`src/rtl/vslc_scan_scheduler.sv`:
```
// Scan-cycle sequencer for the VSLC core: stop, free-run or single-step triggering,
// with overrun detection, a scan watchdog that latches a fault, and a wrapping scan counter.
module vslc_scan_scheduler #(
  parameter int unsigned         PERIOD_W   = 24,
  parameter logic [PERIOD_W-1:0] DEF_PERIOD = 24'd12000,
  parameter int unsigned         WDOG_W     = 16,
  parameter logic [WDOG_W-1:0]   WDOG_LIMIT = 16'hFFFF
) (
  input  logic                clk_i,
  input  logic                rst_i,
  input  logic [1:0]          mode_i,
  input  logic                step_req_i,
  input  logic                period_load_i,
  input  logic [PERIOD_W-1:0] period_in_i,
  input  logic                scan_done_i,
  input  logic                scan_busy_i,
  input  logic                clr_i,
  output logic                scan_trigger_o,
  output logic                overrun_o,
  output logic                fault_o,
  output logic [15:0]         scan_count_o,
  output logic [2:0]          state_o
);

  typedef enum logic [2:0] {
    ST_IDLE      = 3'd0,
    ST_WAIT_TICK = 3'd1,
    ST_TRIGGER   = 3'd2,
    ST_RUN       = 3'd3,
    ST_FAULT     = 3'd4
  } state_e;

  localparam logic [PERIOD_W-1:0] P_ZERO    = {PERIOD_W{1'b0}};
  localparam logic [PERIOD_W-1:0] P_ONE     = {{(PERIOD_W-1){1'b0}}, 1'b1};
  localparam logic [WDOG_W-1:0]   W_ZERO    = {WDOG_W{1'b0}};
  localparam logic [WDOG_W-1:0]   W_ONE     = {{(WDOG_W-1){1'b0}}, 1'b1};
  localparam logic [WDOG_W-1:0]   W_MAX     = {WDOG_W{1'b1}};
  localparam logic [1:0]          MODE_FREE = 2'd1;
  localparam logic [1:0]          MODE_STEP = 2'd2;

  // A period of 0 behaves as 1, so the reload value never underflows.
  function automatic logic [PERIOD_W-1:0] reload_of(input logic [PERIOD_W-1:0] p);
    logic [PERIOD_W-1:0] r;
    if (p == P_ZERO) begin
      r = P_ZERO;
    end else begin
      r = p - P_ONE;
    end
    return r;
  endfunction

  state_e              state_q, state_d;
  logic                trig_q, trig_d;
  logic                fault_q, fault_d;
  logic                overrun_q, overrun_d;
  logic [15:0]         scan_count_q, scan_count_d;
  logic [PERIOD_W-1:0] period_q, period_d;
  logic [PERIOD_W-1:0] pcnt_q, pcnt_d;
  logic [WDOG_W-1:0]   wdog_q, wdog_d;
  logic                counting_s;
  logic                tick_s;
  logic                busy_unused_s;

  assign busy_unused_s = scan_busy_i;

  // Next-state logic: FSM, watchdog, scan counter, period counter and overrun flag.
  always_comb begin
    state_d      = state_q;
    wdog_d       = wdog_q;
    scan_count_d = scan_count_q;
    overrun_d    = overrun_q;
    period_d     = period_q;
    pcnt_d       = pcnt_q;
    counting_s   = (mode_i == MODE_FREE) && (state_q != ST_FAULT);
    tick_s       = counting_s && (pcnt_q == P_ZERO);

    case (state_q)
      ST_IDLE: begin
        if (mode_i == MODE_FREE) begin
          state_d = ST_WAIT_TICK;
        end else if ((mode_i == MODE_STEP) && step_req_i) begin
          state_d = ST_TRIGGER;
        end else begin
          state_d = ST_IDLE;
        end
      end
      ST_WAIT_TICK: begin
        if (mode_i != MODE_FREE) begin
          state_d = ST_IDLE;
        end else if (tick_s) begin
          state_d = ST_TRIGGER;
        end else begin
          state_d = ST_WAIT_TICK;
        end
      end
      ST_TRIGGER: begin
        state_d = ST_RUN;
        wdog_d  = W_ZERO;
      end
      ST_RUN: begin
        wdog_d = (wdog_q == W_MAX) ? wdog_q : wdog_q + W_ONE;
        // A done arriving on the expiry cycle still counts as a good scan.
        if (scan_done_i) begin
          scan_count_d = scan_count_q + 16'd1;
          state_d      = (mode_i == MODE_FREE) ? ST_WAIT_TICK : ST_IDLE;
        end else if (wdog_q == WDOG_LIMIT) begin
          state_d = ST_FAULT;
        end else begin
          state_d = ST_RUN;
        end
      end
      ST_FAULT: begin
        if (clr_i) begin
          state_d = ST_IDLE;
        end else begin
          state_d = ST_FAULT;
        end
      end
      default: begin
        state_d = ST_IDLE;
      end
    endcase

    if (period_load_i) begin
      period_d = period_in_i;
      pcnt_d   = reload_of(period_in_i);
    end else if (!counting_s || tick_s) begin
      pcnt_d = reload_of(period_q);
    end else begin
      pcnt_d = pcnt_q - P_ONE;
    end

    // Ticks during an outstanding scan are dropped and flagged; set beats clear.
    if (tick_s && ((state_q == ST_TRIGGER) || (state_q == ST_RUN))) begin
      overrun_d = 1'b1;
    end else if (clr_i) begin
      overrun_d = 1'b0;
    end else begin
      overrun_d = overrun_q;
    end

    trig_d  = (state_d == ST_TRIGGER);
    fault_d = (state_d == ST_FAULT);
  end

  // State and output registers with asynchronous reset.
  always_ff @(posedge clk_i or posedge rst_i) begin
    if (rst_i) begin
      state_q      <= ST_IDLE;
      trig_q       <= 1'b0;
      fault_q      <= 1'b0;
      overrun_q    <= 1'b0;
      scan_count_q <= 16'd0;
      period_q     <= DEF_PERIOD;
      pcnt_q       <= reload_of(DEF_PERIOD);
      wdog_q       <= W_ZERO;
    end else begin
      state_q      <= state_d;
      trig_q       <= trig_d;
      fault_q      <= fault_d;
      overrun_q    <= overrun_d;
      scan_count_q <= scan_count_d;
      period_q     <= period_d;
      pcnt_q       <= pcnt_d;
      wdog_q       <= wdog_d;
    end
  end

  assign scan_trigger_o = trig_q;
  assign overrun_o      = overrun_q;
  assign fault_o        = fault_q;
  assign scan_count_o   = scan_count_q;
  assign state_o        = state_q;

endmodule

```
`config.mk`:
```
export PLATFORM = sky130hd
export DESIGN_NAME = vslc_scan_scheduler
export DESIGN_NICKNAME = d
export VERILOG_FILES = /design/src/rtl/vslc_scan_scheduler.sv
export SDC_FILE = /design/constraint.sdc
export NUM_CORES = 1
export LEC_CHECK = 0
export BUFFER_PORTS_ARGS = -buffer_cell sky130_fd_sc_hd__clkbuf_2
export CORE_MARGIN = 2
export CORE_UTILIZATION = 50
export CTS_CLUSTER_DIAMETER = 80
export DETAILED_ROUTE_END_ITERATION = 16
export PLACE_DENSITY = 0.72
export SKIP_CTS_REPAIR_TIMING = 1
export SLEW_MARGIN = 30
export SYNTH_ARGS = -nofsm -noshare
export SYNTH_HDL_FRONTEND = slang
export SYNTH_SLANG_ARGS = --single-unit
```
`constraint.sdc`:
```
create_clock -name clk_i -period 2.65 [get_ports clk_i]
set_clock_uncertainty 0.05 [all_clocks]
set_input_delay 0.53 -clock clk_i [delete_from_list [all_inputs] [get_ports clk_i]]
set_output_delay 0.53 -clock clk_i [all_outputs]
set_load 0.1 [all_outputs]
```
==> flow_summary.ini <==
[timing]
post-route-period-util_pct = 97.1
setup_viol = 0
finalHoldViolations = 0
min_period_ns = 2.57
rsz0062_at_grt = no
finalSetupTns_ns = 0
tightest_slew_ns = 0.688
timing.fmax_mhz = 388
slew_violations = 0
fin_ws_ns = 0.0760
slew_headroom_pct = 53.0

[synthesis]
synth_top_area_cell = dfrtp_1
avgSynthCellArea_um2 = 9.57
ys_ff_latch = 86
ys.flop_type = dfrtp_1
synth_area_leaders = dfrtp_1, dfstp_2, xnor2_1, mux2_2, xor2_1
synthCells = 531
synth.distinct_cells = 55
syn_nets = 571
ys_seq_area_share_pct = 42.8
yosys_warnings = 0
async_flop_share_pct = 100
synth_top_area_share_pct = 33.5
synth_area_mm2 = 0.00508
synth_edf_count = 0

[placed_design]
dp.cells = 722
hpwl_mm = 8.26
io_buffer_count = 53
pre_cts_slack_ns = 0.0957
place_congestion = 0.871

[global_route]
grt_pass1_wl_mm = 18.8
grt_max_degree = 48
grt-ovfl-total = 0
grt_usage_pct = 21.1
antenna_found_initial = 0
grt_pass1_vias = 4082

[setup_path]
arrival_ns = 2.75
critPathLaunch = period_q[19]$_DFFE_PP0P_
path_cells = or4_4, or4_4, or4_4, buf_4, a31oi_2, o22ai_1
r2r_setup_slack_ns = 0.08
slowest_stage = or4_4
worstSetupEndpoint = pcnt_q[8]$_DFF_PP0_
crit_required_ns = 2.83
timing.rr.end = pcnt_q[8]$_DFF_PP0_
r2r-start = period_q[19]$_DFFE_PP0P_
critPathLaunchType = register
crit_fanout = 10
cpMostUsedCell = or4_4
cp-end-kind = register
rr_worst_depth = 6
path_class = reg2reg
critPathMaxStageDelay_ns = 0.55

[routing]
wire_per_inst_um = 15.1
ant_nets = 0
drt-initial-drc-count = 151
vias_per_cell = 5.68
wl_mm = 11.1
via_count = 4191
route.detailed.drc = 0
first_pass_iters = 4

[cts]
cts_sinks = 86
htree_num_levels = 3
clk-insertion-delay-late_ns = 0.36
cts_tree = built
clk_path_buf_depth = 2
numCtsBuffers = 9
root_buffer = clkbuf_8
clk_pin_slew_ns = 0.08

[cells_and_area]
drive_gt1_share_pct = 24.1
nNetsFinal = 641
fin_cells = 738
layout_commonest_cell = dfrtp_1
most-common-layout-cells = dfrtp_1, nor2_1, clkbuf_2, xnor2_1, nand2_1
finish.utilization_pct = 59.7
diodes = 0
syn_to_final_growth_pct = 15.3

[die]
dieHeight_um = 105
start_util_pct = 51.8
die_w_um = 105
fp-row-count = 36
die_area_mm2 = 0.0110
core_area_mm2 = 0.00982
ios = 55

[pwr]
pwr-share-comb_pct = 26.2
power.leakage_nw = 2.40
p_per_area_mw_per_mm2 = 627
sw_frac_of_total_pct = 34.7
p_switching_w = 0.00128
clkPwrFrac_pct = 29.0
ir_drop_uv = 552
p_int_w = 0.00240
power_frac_seq_pct = 44.7

[flow_run]
cap_viol_max_count = 0

[worst_hold_path]
worst_hold_path_type = in2async

[outcome]
status = complete, no violations
area by class of cell:
cell class	count	area (um^2)
Clock buffer	10	128
Sequential cell	86	2170
Fill cell	848	3960
Multi-Input combinational cell	415	2790
Inverter	12	48.8
Clock inverter	5	98.8
Timing Repair Buffer	77	458
Tap cell	133	166
how the worst min path moves through the flow:
stage | slack, ns | end | from | cells after the start
floorplan | 0.45 | period_q[15]$_DFFE_PP0P_ | period_q[15]$_DFFE_PP0P_ | 1
global placement | 0.41 | scan_count_o[15]$_DFFE_PP0P_ | scan_count_o[15]$_DFFE_PP0P_ | 1
detailed placement | 0.42 | scan_count_o[15]$_DFFE_PP0P_ | scan_count_o[15]$_DFFE_PP0P_ | 1
CTS | 0.16 | wdog_q[6]$_DFFE_PP0P_ | rst_i | 2
global route | 0.17 | wdog_q[10]$_DFFE_PP0P_ | rst_i | 2
finish | 0.14 | wdog_q[10]$_DFFE_PP0P_ | rst_i | 2
per-stage QoR:
stage	power (W)	hold WS [ns]	cell area, um^2
after floorplan	0.00236	0.445	5090
after global placement	0.00259	0.409	5620
after detailed placement	0.00262	0.415	5620
after CTS	0.00369	0.157	5850
after global routing	0.00385	0.174	5860
final	0.00367	0.142	5860
registers in the layout, summed over array words and instances, names as in the netlist:
register and flops:
pcnt_q 24, period_q 24, scan_count_o 16, wdog_q 16, state_o 3, fault_o 1, overrun_o 1, scan_trigger_o 1
critical path: cells and delay by family, from the launching register on:
family          cells  cell delay [ns]
compound gates      2             0.25
simple gates        3             1.53
buf+inv             1             0.19
flops               1             0.41
power groups by stage:
stage               logic [W]  clock network, W  registers (W)
finish               0.000964           0.00107        0.00164
global route          0.00104           0.00115        0.00166
CTS                  0.000965           0.00109        0.00164
detailed placement   0.000958                 0        0.00166
global placement     0.000940                 0        0.00165
floorplan            0.000449                 0        0.00192
cell usage after synthesis, drive strengths merged, types with 9 or more instances:
cell,count
dfrtp,68
nor2,60
xnor2,46
nand2,36
xor2,33
mux2,26
nor3,23
o21ai,21
dfstp,18
nand3,18
o22ai,15
nor4,14
or4,14
clkbuf,13
nand4,13
inv,12
a31oi,10
or3,9
routing by layer:
metal  vias to the layer above  global-route usage (%)  part of all wire (%)
li1                       2067                       -                     -
met1                      2004                    27.6                    46
met2                       102                    34.6                    48
met3                        18                    3.81                   4.4
met4                         0                    8.38                   1.9
met5                         -                       0                     0
cell families (layout without fill, tap and decap cells):
logic type,after synthesis,count (layout),synth area share (%)
simple gates,221,221,22.9
flops,86,86,42.8
mux,27,27,5.96
buf+inv,30,104,2.51
xor+xnor,79,79,13.6
compound gates,81,81,10.5
fa+ha+maj,7,7,1.72
No activity file was read; power rests on OpenSTA's default activity.
